### config.mk
export PLATFORM = sky130hd
export DESIGN_NAME = sv_page_walker
export DESIGN_NICKNAME = d
export VERILOG_FILES = /design/src/rtl/riscv_mmu_pkg.sv /design/src/rtl/sv_page_walker_pte_check.sv /design/src/rtl/sv_page_walker.sv
export SDC_FILE = /design/constraint.sdc
export NUM_CORES = 1
export LEC_CHECK = 0
export ABC_AREA = 0
export CORE_MARGIN = 3
export CORE_UTILIZATION = 40
export CTS_CLUSTER_DIAMETER = 150
export DETAILED_ROUTE_END_ITERATION = 8
export PLACE_DENSITY = 0.69
export SLEW_MARGIN = 0
export SYNTH_ARGS = -nofsm -noshare
export SYNTH_HDL_FRONTEND = slang
export SYNTH_SLANG_ARGS = --single-unit
### constraint.sdc
create_clock -name clk -period 9.8 [get_ports clk]
set_input_delay 0.98 -clock clk [delete_from_list [all_inputs] [get_ports clk]]
set_output_delay 0.98 -clock clk [all_outputs]
set_load 0.05 [all_outputs]
### src/rtl/riscv_mmu_pkg.sv
// ---------------------------------------------------------------------------
// riscv_mmu_pkg
// Shared definitions for the Sv39/Sv48 page-table walker:
//   - walk_state_e : walker FSM states
//   - PTE_*        : bit positions inside a 64-bit page-table entry
//   - SYSBUS_*     : system bus tag for a memory read request
// No ports (package).
// ---------------------------------------------------------------------------
package riscv_mmu_pkg;

    typedef enum logic [2:0] {
        ST_IDLE  = 3'd0,
        ST_REQ   = 3'd1,
        ST_RESP  = 3'd2,
        ST_CHECK = 3'd3,
        ST_DONE  = 3'd4
    } walk_state_e;

    // PTE field positions
    localparam int PTE_V   = 0;
    localparam int PTE_R   = 1;
    localparam int PTE_W   = 2;
    localparam int PTE_X   = 3;
    localparam int PPN_LSB = 10;
    localparam int PPN_MSB = 53;
    localparam int PPN_W   = PPN_MSB - PPN_LSB + 1;

    // System bus request tag: read command in bit 12, memory target in 11:8
    localparam logic [0:0]  SYSBUS_READ       = 1'b1;
    localparam logic [3:0]  SYSBUS_MEMORY     = 4'h1;
    localparam logic [12:0] SYSBUS_RD_MEM_TAG = {SYSBUS_READ, SYSBUS_MEMORY, 8'h00};

endpackage

### src/rtl/sv_page_walker_pte_check.sv
// ---------------------------------------------------------------------------
// pte_check
// Combinational evaluation of one fetched PTE at the current walk level.
// Ports:
//   pte       in  64     entry captured from the bus line
//   lvl       in  LVL_W  level the entry was fetched at
//   vaddr     in  64     virtual address being translated
//   leaf      out 1      entry is a leaf (R or X set)
//   fault     out 1      walk must stop with a page fault
//   next_base out 64     next-level table base (PPN << PAGE_SHIFT)
//   paddr     out 64     translated address, valid when leaf && !fault
// ---------------------------------------------------------------------------
module pte_check
    import riscv_mmu_pkg::*;
#(
    parameter int LEVELS     = 4,
    parameter int VPN_WIDTH  = 9,
    parameter int PAGE_SHIFT = 12,
    parameter int LVL_W      = 2
) (
    input  logic [63:0]      pte,
    input  logic [LVL_W-1:0] lvl,
    input  logic [63:0]      vaddr,
    output logic             leaf,
    output logic             fault,
    output logic [63:0]      next_base,
    output logic [63:0]      paddr
);

    logic [PPN_W-1:0] ppn;
    logic [63:0]      ppn_addr;
    logic [63:0]      sp_mask;
    logic             v_bit;
    logic             r_bit;
    logic             w_bit;
    logic             x_bit;
    logic             unused_bits;

    assign ppn      = pte[PPN_MSB:PPN_LSB];
    assign ppn_addr = {{(64 - PPN_W - PAGE_SHIFT){1'b0}}, ppn, {PAGE_SHIFT{1'b0}}};
    assign v_bit    = pte[PTE_V];
    assign r_bit    = pte[PTE_R];
    assign w_bit    = pte[PTE_W];
    assign x_bit    = pte[PTE_X];

    // Bits of the address taken from vaddr for a leaf at this level: the page
    // offset plus every VPN field below lvl. For a superpage the same span of
    // the PPN must be zero.
    assign sp_mask = (64'd1 << (PAGE_SHIFT + VPN_WIDTH * int'(lvl))) - 64'd1;

    assign next_base = ppn_addr;

    always_comb begin
        leaf  = 1'b0;
        fault = 1'b0;
        paddr = 64'd0;
        if (!v_bit || (!r_bit && w_bit)) begin
            fault = 1'b1;
        end else if (r_bit || x_bit) begin
            leaf = 1'b1;
            if ((lvl != '0) && ((ppn_addr & sp_mask) != 64'd0)) begin
                fault = 1'b1;
            end else begin
                paddr = (ppn_addr & ~sp_mask) | (vaddr & sp_mask);
            end
        end else if (lvl == '0) begin
            // pointer at the last level has nowhere to go
            fault = 1'b1;
        end
    end

    assign unused_bits = ^{pte[63:PPN_MSB+1], pte[PPN_LSB-1:PTE_X+1]};

endmodule

### src/rtl/sv_page_walker.sv
// ---------------------------------------------------------------------------
// sv_page_walker
// Sv39/Sv48 hardware page-table walker. Fetches one 64-byte line per level,
// picks the PTE beat out of the burst and resolves leaf/superpage/fault.
// Ports:
//   clk, reset                  clock, synchronous active-high reset
//   walk_req/vaddr/ptbr         request (taken only while walk_ready)
//   walk_ready                  idle, can accept a request
//   walk_done                   one-cycle result pulse
//   walk_paddr/walk_fault       result, valid with walk_done
//   bus_reqcyc/reqack/req/reqtag  line read request handshake
//   bus_respcyc/respack/resp/resptag  response beat handshake
// ---------------------------------------------------------------------------
module sv_page_walker
    import riscv_mmu_pkg::*;
#(
    parameter int LEVELS         = 4,
    parameter int BUS_DATA_WIDTH = 64,
    parameter int BUS_TAG_WIDTH  = 13,
    parameter int PTESIZE        = 8,
    parameter int LINE_BEATS     = 8,
    parameter int VPN_WIDTH      = 9,
    parameter int PAGE_SHIFT     = 12
) (
    input  logic                      clk,
    input  logic                      reset,
    input  logic                      walk_req,
    input  logic [63:0]               walk_vaddr,
    input  logic [63:0]               walk_ptbr,
    output logic                      walk_ready,
    output logic                      walk_done,
    output logic [63:0]               walk_paddr,
    output logic                      walk_fault,
    output logic                      bus_reqcyc,
    input  logic                      bus_reqack,
    output logic [BUS_DATA_WIDTH-1:0] bus_req,
    output logic [BUS_TAG_WIDTH-1:0]  bus_reqtag,
    input  logic                      bus_respcyc,
    output logic                      bus_respack,
    input  logic [BUS_DATA_WIDTH-1:0] bus_resp,
    input  logic [BUS_TAG_WIDTH-1:0]  bus_resptag
);

    localparam int LVL_W      = (LEVELS > 1) ? $clog2(LEVELS) : 1;
    localparam int BEAT_W     = (LINE_BEATS > 1) ? $clog2(LINE_BEATS) : 1;
    localparam int PTE_SHIFT  = $clog2(PTESIZE);
    localparam int LINE_SHIFT = $clog2(PTESIZE * LINE_BEATS);
    localparam logic [LVL_W-1:0]  TOP_LVL   = LVL_W'(LEVELS - 1);
    localparam logic [BEAT_W-1:0] LAST_BEAT = BEAT_W'(LINE_BEATS - 1);

    walk_state_e       state;
    logic [63:0]       vaddr;
    logic [63:0]       pte_addr;
    logic [LVL_W-1:0]  lvl;
    logic [BEAT_W-1:0] beat_cnt;
    logic [BEAT_W-1:0] beat_idx;
    logic [63:0]       pte;

    logic              chk_leaf;
    logic              chk_fault;
    logic [63:0]       chk_next_base;
    logic [63:0]       chk_paddr;
    logic              unused_bits;

    // Byte address of the PTE for VPN field l of va inside table `base`.
    function automatic logic [63:0] pte_addr_f(input logic [63:0]      base,
                                               input logic [63:0]      va,
                                               input logic [LVL_W-1:0] l);
        logic [VPN_WIDTH-1:0] vpn;
        vpn = va[PAGE_SHIFT + VPN_WIDTH * int'(l) +: VPN_WIDTH];
        return base + (64'(vpn) << PTE_SHIFT);
    endfunction

    pte_check #(
        .LEVELS     (LEVELS),
        .VPN_WIDTH  (VPN_WIDTH),
        .PAGE_SHIFT (PAGE_SHIFT),
        .LVL_W      (LVL_W)
    ) u_pte_check (
        .pte       (pte),
        .lvl       (lvl),
        .vaddr     (vaddr),
        .leaf      (chk_leaf),
        .fault     (chk_fault),
        .next_base (chk_next_base),
        .paddr     (chk_paddr)
    );

    // The held PTE address supplies both the line request and the beat to keep.
    assign bus_req     = BUS_DATA_WIDTH'({pte_addr[63:LINE_SHIFT], {LINE_SHIFT{1'b0}}});
    assign beat_idx    = pte_addr[LINE_SHIFT-1:PTE_SHIFT];
    assign bus_reqtag  = BUS_TAG_WIDTH'(SYSBUS_RD_MEM_TAG);
    assign bus_respack = (state == ST_RESP) && bus_respcyc;

    always_ff @(posedge clk) begin
        if (reset) begin
            state      <= ST_IDLE;
            walk_ready <= 1'b1;
            walk_done  <= 1'b0;
            walk_fault <= 1'b0;
            walk_paddr <= 64'd0;
            bus_reqcyc <= 1'b0;
            pte_addr   <= 64'd0;
            vaddr      <= 64'd0;
            lvl        <= '0;
            beat_cnt   <= '0;
            pte        <= 64'd0;
        end else begin
            walk_done <= 1'b0;
            case (state)
                ST_IDLE: begin
                    if (walk_req) begin
                        vaddr      <= walk_vaddr;
                        lvl        <= TOP_LVL;
                        pte_addr   <= pte_addr_f(walk_ptbr, walk_vaddr, TOP_LVL);
                        bus_reqcyc <= 1'b1;
                        walk_ready <= 1'b0;
                        state      <= ST_REQ;
                    end
                end
                ST_REQ: begin
                    if (bus_reqack) begin
                        bus_reqcyc <= 1'b0;
                        beat_cnt   <= '0;
                        state      <= ST_RESP;
                    end
                end
                ST_RESP: begin
                    // Whole line is always drained; only the addressed beat is kept.
                    if (bus_respcyc) begin
                        if (beat_cnt == beat_idx) begin
                            pte <= 64'(bus_resp);
                        end
                        beat_cnt <= beat_cnt + 1'b1;
                        if (beat_cnt == LAST_BEAT) begin
                            state <= ST_CHECK;
                        end
                    end
                end
                ST_CHECK: begin
                    if (chk_fault) begin
                        walk_fault <= 1'b1;
                        walk_paddr <= 64'd0;
                        walk_done  <= 1'b1;
                        state      <= ST_DONE;
                    end else if (chk_leaf) begin
                        walk_fault <= 1'b0;
                        walk_paddr <= chk_paddr;
                        walk_done  <= 1'b1;
                        state      <= ST_DONE;
                    end else begin
                        lvl        <= lvl - 1'b1;
                        pte_addr   <= pte_addr_f(chk_next_base, vaddr, lvl - 1'b1);
                        bus_reqcyc <= 1'b1;
                        state      <= ST_REQ;
                    end
                end
                ST_DONE: begin
                    walk_ready <= 1'b1;
                    state      <= ST_IDLE;
                end
                default: begin
                    state <= ST_IDLE;
                end
            endcase
        end
    end

    assign unused_bits = ^{pte_addr[PTE_SHIFT-1:0], bus_resptag};

endmodule

Word level (Yosys, flattened, before mapping)
Cells that the tools add are included.
{"block": "classes", "n_mul": 2, "n_eq_ne": 12, "n_shift": 2, "n_mux": 40, "addsub": 7, "bitwise_logic": 6, "n_reduce_logical": 25}
{"cell": "two-way mux 64 bit", "count": 8}
{"cell": "AND 56 x 64 -> 64 bit", "count": 2}
{"cell": "case mux 64 bit (2 select lines)", "count": 1}
{"cell": "adder 64 x 12 -> 64 bit", "count": 1}
{"cell": "AND 64 bit", "count": 1}
{"cell": "NOT 64 bit", "count": 1}
{"cell": "OR 64 bit", "count": 1}
{"cell": "nonzero test 64 bit", "count": 1}
{"cell": "indexed part select 64 x 8 -> 9 bit", "count": 1}
{"cell": "<< shifter 1 x 32 -> 64 bit, first input constant", "count": 1}
{"cell": "subtractor 64 x 1 -> 64 bit, second input constant", "count": 1}
{"cell": "adder 56 x 12 -> 57 bit", "count": 1}
{"cell": "adder 5 x 32 -> 32 bit, first input constant", "count": 1}
{"cell": "two-way mux 3 bit", "count": 8}
{"cell": "two-way mux 1 bit", "count": 15}
{"cell": "multiplier 4 x 2 -> 6 bit, first input constant", "count": 2}
{"cell": "case mux 3 bit (4 select lines)", "count": 1}
{"cell": "inequality test 2 bit, second input constant", "count": 5}
{"cell": "nonzero test 2 bit", "count": 5}
{"cell": "AND reduction 4 bit", "count": 2}
{"cell": "adder 4 x 6 -> 7 bit, first input constant", "count": 1}
{"cell": "== test 3 x 2 -> 1 bit, second input constant", "count": 2}
{"cell": "== test 3 bit, second input constant", "count": 2}
{"cell": "two-way mux 2 bit", "count": 3}
{"cell": "other kinds (20)", "count": 27}
{"block": "totals", "in_bits": 210, "reg_bits": 258, "word_cells": 105}

Depth between registers and ports, before layout
{"block": "depth", "depth_word": 12, "depth_mapped": 15, "mapped_depth_nobuf": 12}

Modules after synthesis
A second synthesis with hierarchy kept.
{"block": "unflattened", "hier_cells": 1996, "hier_area_um2": 15503.6}
{"module": "sv_page_walker", "instances": 1, "cells_per_inst": 1654, "seq_area_each_um2": 5305.1, "area_each_um2": 13296.5}
{"module": "pte_check", "instances": 1, "cells_per_inst": 342, "seq_area_each_um2": 0.0, "area_each_um2": 2207.1}

Least setup slack after synthesis
OpenSTA, ideal clock, no wires.
{"block": "synth_path", "path_kind": "register to register", "startpoint": "register lvl[0]", "endpoint": "register walk_paddr[10]", "t_arrival_ps": 3254, "required_time_ps": 9683, "stages_incl_launch_ff": 16, "setup_slack_ps": 6429, "path_buffers": 3, "setup_time_ps": 117, "cell_sequence": "dfxtp_1 buf_2 inv_1 ha_1 buf_2 nor2_1 nand3_1 ha_1 or2_2 nand2_1 xor2_1 a221oi_1 and3_4 o21a_2 buf_4 a32o_1"}
{"block": "synth_between", "elab_chain_cells": 12, "word_cells_on_any_way": 24}
{"item": "start, declared", "line_no": "sv_page_walker.sv:54", "text": "logic [LVL_W-1:0] lvl;"}
{"item": "start signal, assigned", "line_no": "sv_page_walker.sv:152", "text": "lvl <= lvl - 1'b1;"}
{"item": "multiplier 4 x 2 -> 6 bit", "line_no": "sv_page_walker_pte_check.sv:49", "text": "assign sp_mask = (64'd1 << (PAGE_SHIFT + VPN_WIDTH * int'(lvl))) - 64'd1;"}
{"item": "adder 5 x 32 -> 32 bit", "line_no": "sv_page_walker_pte_check.sv:49"}
{"item": "<< shifter 1 x 32 -> 64 bit", "line_no": "sv_page_walker_pte_check.sv:49"}
{"item": "subtractor 64 x 1 -> 64 bit", "line_no": "sv_page_walker_pte_check.sv:49"}
{"item": "AND 56 x 64 -> 64 bit or NOT 64 bit (tied branches)", "line_no": "sv_page_walker_pte_check.sv:61, sv_page_walker_pte_check.sv:64"}
{"item": "nonzero test 64 bit or AND 56 x 64 -> 64 bit (tied branches)", "line_no": "sv_page_walker_pte_check.sv:61, sv_page_walker_pte_check.sv:64"}
{"item": "logical AND 1 bit or OR 64 bit (tied branches)", "line_no": "sv_page_walker_pte_check.sv:61, sv_page_walker_pte_check.sv:64"}
{"item": "two-way mux 64 bit or two-way mux 1 bit (tied branches)", "line_no": "sv_page_walker_pte_check.sv:61", "text": "if ((lvl != '0) && ((ppn_addr & sp_mask) != 64'd0)) begin"}
{"item": "two-way mux 64 bit or two-way mux 1 bit (tied branches)", "line_no": "sv_page_walker_pte_check.sv:59", "text": "end else if (r_bit || x_bit) begin"}
{"item": "two-way mux 64 bit or two-way mux 1 bit (tied branches)", "line_no": "sv_page_walker_pte_check.sv:57", "text": "if (!v_bit || (!r_bit && w_bit)) begin"}
{"item": "two-way mux 64 bit or nonzero test 2 bit (tied branches)"}
{"item": "two-way mux 64 bit or AND reduction 2 bit (tied branches)"}
{"item": "end signal, assigned", "line_no": "sv_page_walker.sv:148", "text": "walk_paddr <= chk_paddr;"}
{"item": "end, declared", "line_no": "sv_page_walker.sv:32", "text": "output logic [63:0] walk_paddr,"}
Several ways; a longest one is shown, not always the timed one. The select of a mux whose other input is x is not followed.
A chain may end at the register's enable or synchronous reset.

Worst setup path after layout
{"block": "layout_path", "startpoint": "register lvl[0]", "endpoint": "register walk_paddr[44]"}
Same word-level chain as after synthesis.

==> metrics.csv <==
stage,metric,value,unit
run_status,status,finished clean,
timing,final worst-path cycle share,41.61,%
setup_path,Buf/Inv on CP,2,
timing,worst-margin pin slew,1.153,ns
power_and_ir_drop,Static Leakage,5.642,nW
timing,Slew headroom,22.98,%
timing,Worst Hold Slack,0.4474,ns
timing,Worst Skew,0.02906,ns
global_route,first-pass GRT wire length,63590,µm
setup_path,Reg2Reg Depth,13,
global_route,vias in the first global route,10819,
routing,drc violations,0,
run,Max-Cap Viols,0,
synth,syn avg cell area,8.088,µm²
routing,vias post-DR,11409,
floorplan,boundary pin count,356,
timing,Max Slew Vio Count,0,
power_and_ir_drop,PD cells,164.7,nW/µm²
timing,Final Hold Vio Count,0,
cts,Clock Latency Late Sink,0.56,ns
timing,min Tclk post-route,4.077,ns
routing,vias per cell,5.441,
synth,largest family of logic cells by synthesized area,simple AND/OR/NAND/NOR gates,
timing,final setup vio count,0,
place,RD Place Congestion,0.9347,
final_layout,P&R area growth vs syn,29.86,%
setup_path,cell family with most CP delay,adder cells,
final_layout,Layout Nets,1920,
setup_path,Max stage delay on crit path,0.89,ns
setup_path,cells along the critical path,"buf_4, ha_1, nor2_1, nand3_1, ha_1, or2_2, a21oi_1, o21ai_0, a21oi_1, and3_4, o21ai_2, buf_4, o21ai_0",
timing,RSZ-0062 raised after global routing,no,
min_path,hold path depth,2,
final_layout,layout cells sized above 1,5.917,%
global_route,GRT Overall Usage,24.60,%
min_path,Hold WC Path Type,register to register,
synth,Yosys reg bits,245,
routing,Detailed Route WL,42310,µm
routing,DRT antenna net count,0,
setup_path,WS Path Type,register to register,
power_and_ir_drop,Tot Pwr,2.596,mW
place,DP Area,14870,µm²
synth,adder-cell share of the synthesized area,2.329,%
cts,post-CTS setup buffers,0,
setup_path,CP Capture Type,register,
synth,Post-Synth Simple-Gate Area,20.08,%
routing,DR WL/cell,20.18,µm
setup_path,required arrival time at the worst endpoint,10.23,ns
setup_path,total stage count of the critical path,13,
setup_path,Worst setup SP type,register,
cts,CTS H-tree depth,1,
cts,Clock Path Buffers,3,
floorplan,die area,32480,µm²
cts,post-CTS sizing,0,
final_layout,number of diodes,0,
cts,TritonCTS clock tree,done,
synth,ys flop type,dfxtp_1,
global_route,largest net degree at the start of global routing,76,
final_layout,Finished Cell Area,15770,µm²
cts,clk root buf,clkbuf_16,
synth,mux cell area share after synthesis,4.895,%
cts,Post-CTS Hold Buffers,0,
cts,CTS buffer count,27,
synth,Synth warnings,0,
synth,number of flops mapped to enable cells by yosys,0,
global_route,initial antenna violation count,2,
synth,post-synthesis xor/xnor area fraction,3.968,%
cts,Sink Count,245,
floorplan,Die X,180.2,µm
floorplan,Core Region,29800,µm²
synth,register area share after synthesis,40.40,%
routing,1st-pass router iterations,5,
synth,asr flop ratio synth,0,%
synth,Gate Count Post-Synth,1501,
floorplan,Die Y,180.2,µm
cts,"Clk pin slew, worst setup/hold paths",0.06,ns
synth,Compound-Gate Fraction of Synth Area,19.27,%
power_and_ir_drop,Peak VDD IR,116.0,µV
global_route,final global-route overflow total,0,
setup_path,Crit-path slowest cell,ha_1,
synth,"Distinct cells, synth",69,
setup_path,crit-path max FO,43,
place,Buffers on Ports,300,
floorplan,FP Rows,63,
timing,setup TNS,0,ns
place,Detail Placement HPWL,31190,µm
routing,1st-iter DRT viols,963,
floorplan,Initial Utilization,40.74,%
timing,fmax,245.3,MHz
synth,Post-Syn Area,12140,µm²
setup_path,Worst EP arrival,4.50,ns
==> final cells by class <==
cell class,instances,area [µm²]
clock buffers,34,752.0
multi-input cells,1067,6256
clock inverters,14,138.9
flip-flops and latches,245,4905
fillers,2772,14030
well taps,390,488.0
repair buffers,313,3098
inverters,34,127.6
==> final timing paths <==
| check | slack (ns) | from | to |
|---|---|---|---|
| setup / recovery | 5.72 | lvl[0]$_SDFFE_PP0P_ | walk_paddr[44]$_SDFFE_PP0P_ |
| hold / removal | 0.45 | walk_paddr[17]$_SDFFE_PP0P_ | walk_paddr[17]$_SDFFE_PP0P_ |
| setup reg to reg | 5.72 | lvl[0]$_SDFFE_PP0P_ | walk_paddr[44]$_SDFFE_PP0P_ |
| hold reg to reg | 0.45 | walk_paddr[17]$_SDFFE_PP0P_ | walk_paddr[17]$_SDFFE_PP0P_ |
==> tightest hold or removal path, delay by kind of cell, from the launching register on <==
family | cells | cell delay [ns]
simple gates | 1 | 0.05
flops | 1 | 0.31
compound gates | 1 | 0.05
==> synth_stat cells (all sizes together) (11+ instances only) <==
| master | instances | share of area [%] |
|---|---|---|
| dfxtp | 245 | 40 |
| ha | 21 | 2.2 |
| o22ai | 14 | 0.72 |
| buf | 105 | 5.9 |
| a32o | 12 | 0.99 |
| a21oi | 157 | 6.5 |
| inv | 34 | 1.1 |
| a31oi | 16 | 0.82 |
| clkbuf | 67 | 2.1 |
| mux2i | 38 | 3.1 |
| nor2 | 56 | 1.7 |
| a22o | 11 | 0.79 |
| xor2 | 11 | 0.79 |
| nor3 | 18 | 0.82 |
| o21ai | 95 | 4.0 |
| and3 | 32 | 1.7 |
| a21o | 15 | 0.93 |
| nand2 | 343 | 11 |
| nand3 | 35 | 1.5 |
| xnor2 | 44 | 3.2 |
==> through the flow <==
step                      worst slack, ns  std cells  utilization (%)
after floorplan                     6.429       1518                -
after global placement              5.891       2049            49.92
after detailed placement            5.828       2049            49.92
after CTS                           5.811       2097            52.91
after global routing                5.464       2097            52.91
final                               5.723       2097            52.91
==> per-layer routing <==
| layer | global-route usage [%] | up-vias | wire length, µm |
|---|---|---|---|
| met5 | 0 | - | 27 |
| met4 | 6.478 | 4 | 1143 |
| met3 | 4.824 | 74 | 3510 |
| met2 | 41.02 | 528 | 20020 |
| met1 | 32.77 | 5344 | 17620 |
| li1 | - | 5459 | - |
==> registers in the layout (all words and copies together), names as in the netlist <==
signal      flops
beat_cnt        3
bus_reqcyc      1
lvl             2
pte            48
pte_addr       61
state           3
vaddr          60
walk_done       1
walk_fault      1
walk_paddr     64
walk_ready      1
==> cells in the final DEF (no fill, tap or decap), drive strengths merged, types with 11 or more instances in the layout <==
cell	Yosys	layout
o22ai	14	14
a32o	12	12
mux2i	38	38
o21ai	95	95
ha	21	21
conb	2	19
nand2	343	343
a21oi	157	157
buf	105	14
and3	32	32
inv	34	36
nand3	35	35
dfxtp	245	245
a31oi	16	16
a22o	11	11
a21o	15	15
clkdlybuf4s50	0	299
xnor2	44	44
xor2	11	11
clkbuf	67	34
nor2	56	56
nor3	18	18
==> power by group <==
part	leakage (nW)	internal (mW)	switching, mW
logic	3.23	0.192	0.310
registers	1.99	1.04	0.0377
clock network	0.417	0.575	0.441
==> logic make-up after synthesis <==
kind of cell	after synthesis
AOI/OAI and AO/OA	379
xor gates and xnor gates	55
adders and majority gates	22
buffers and inverters	206
DFF	245
muxes	48
other	2
and+or+nand+nor	544
Power figures use the tool's default switching activity.
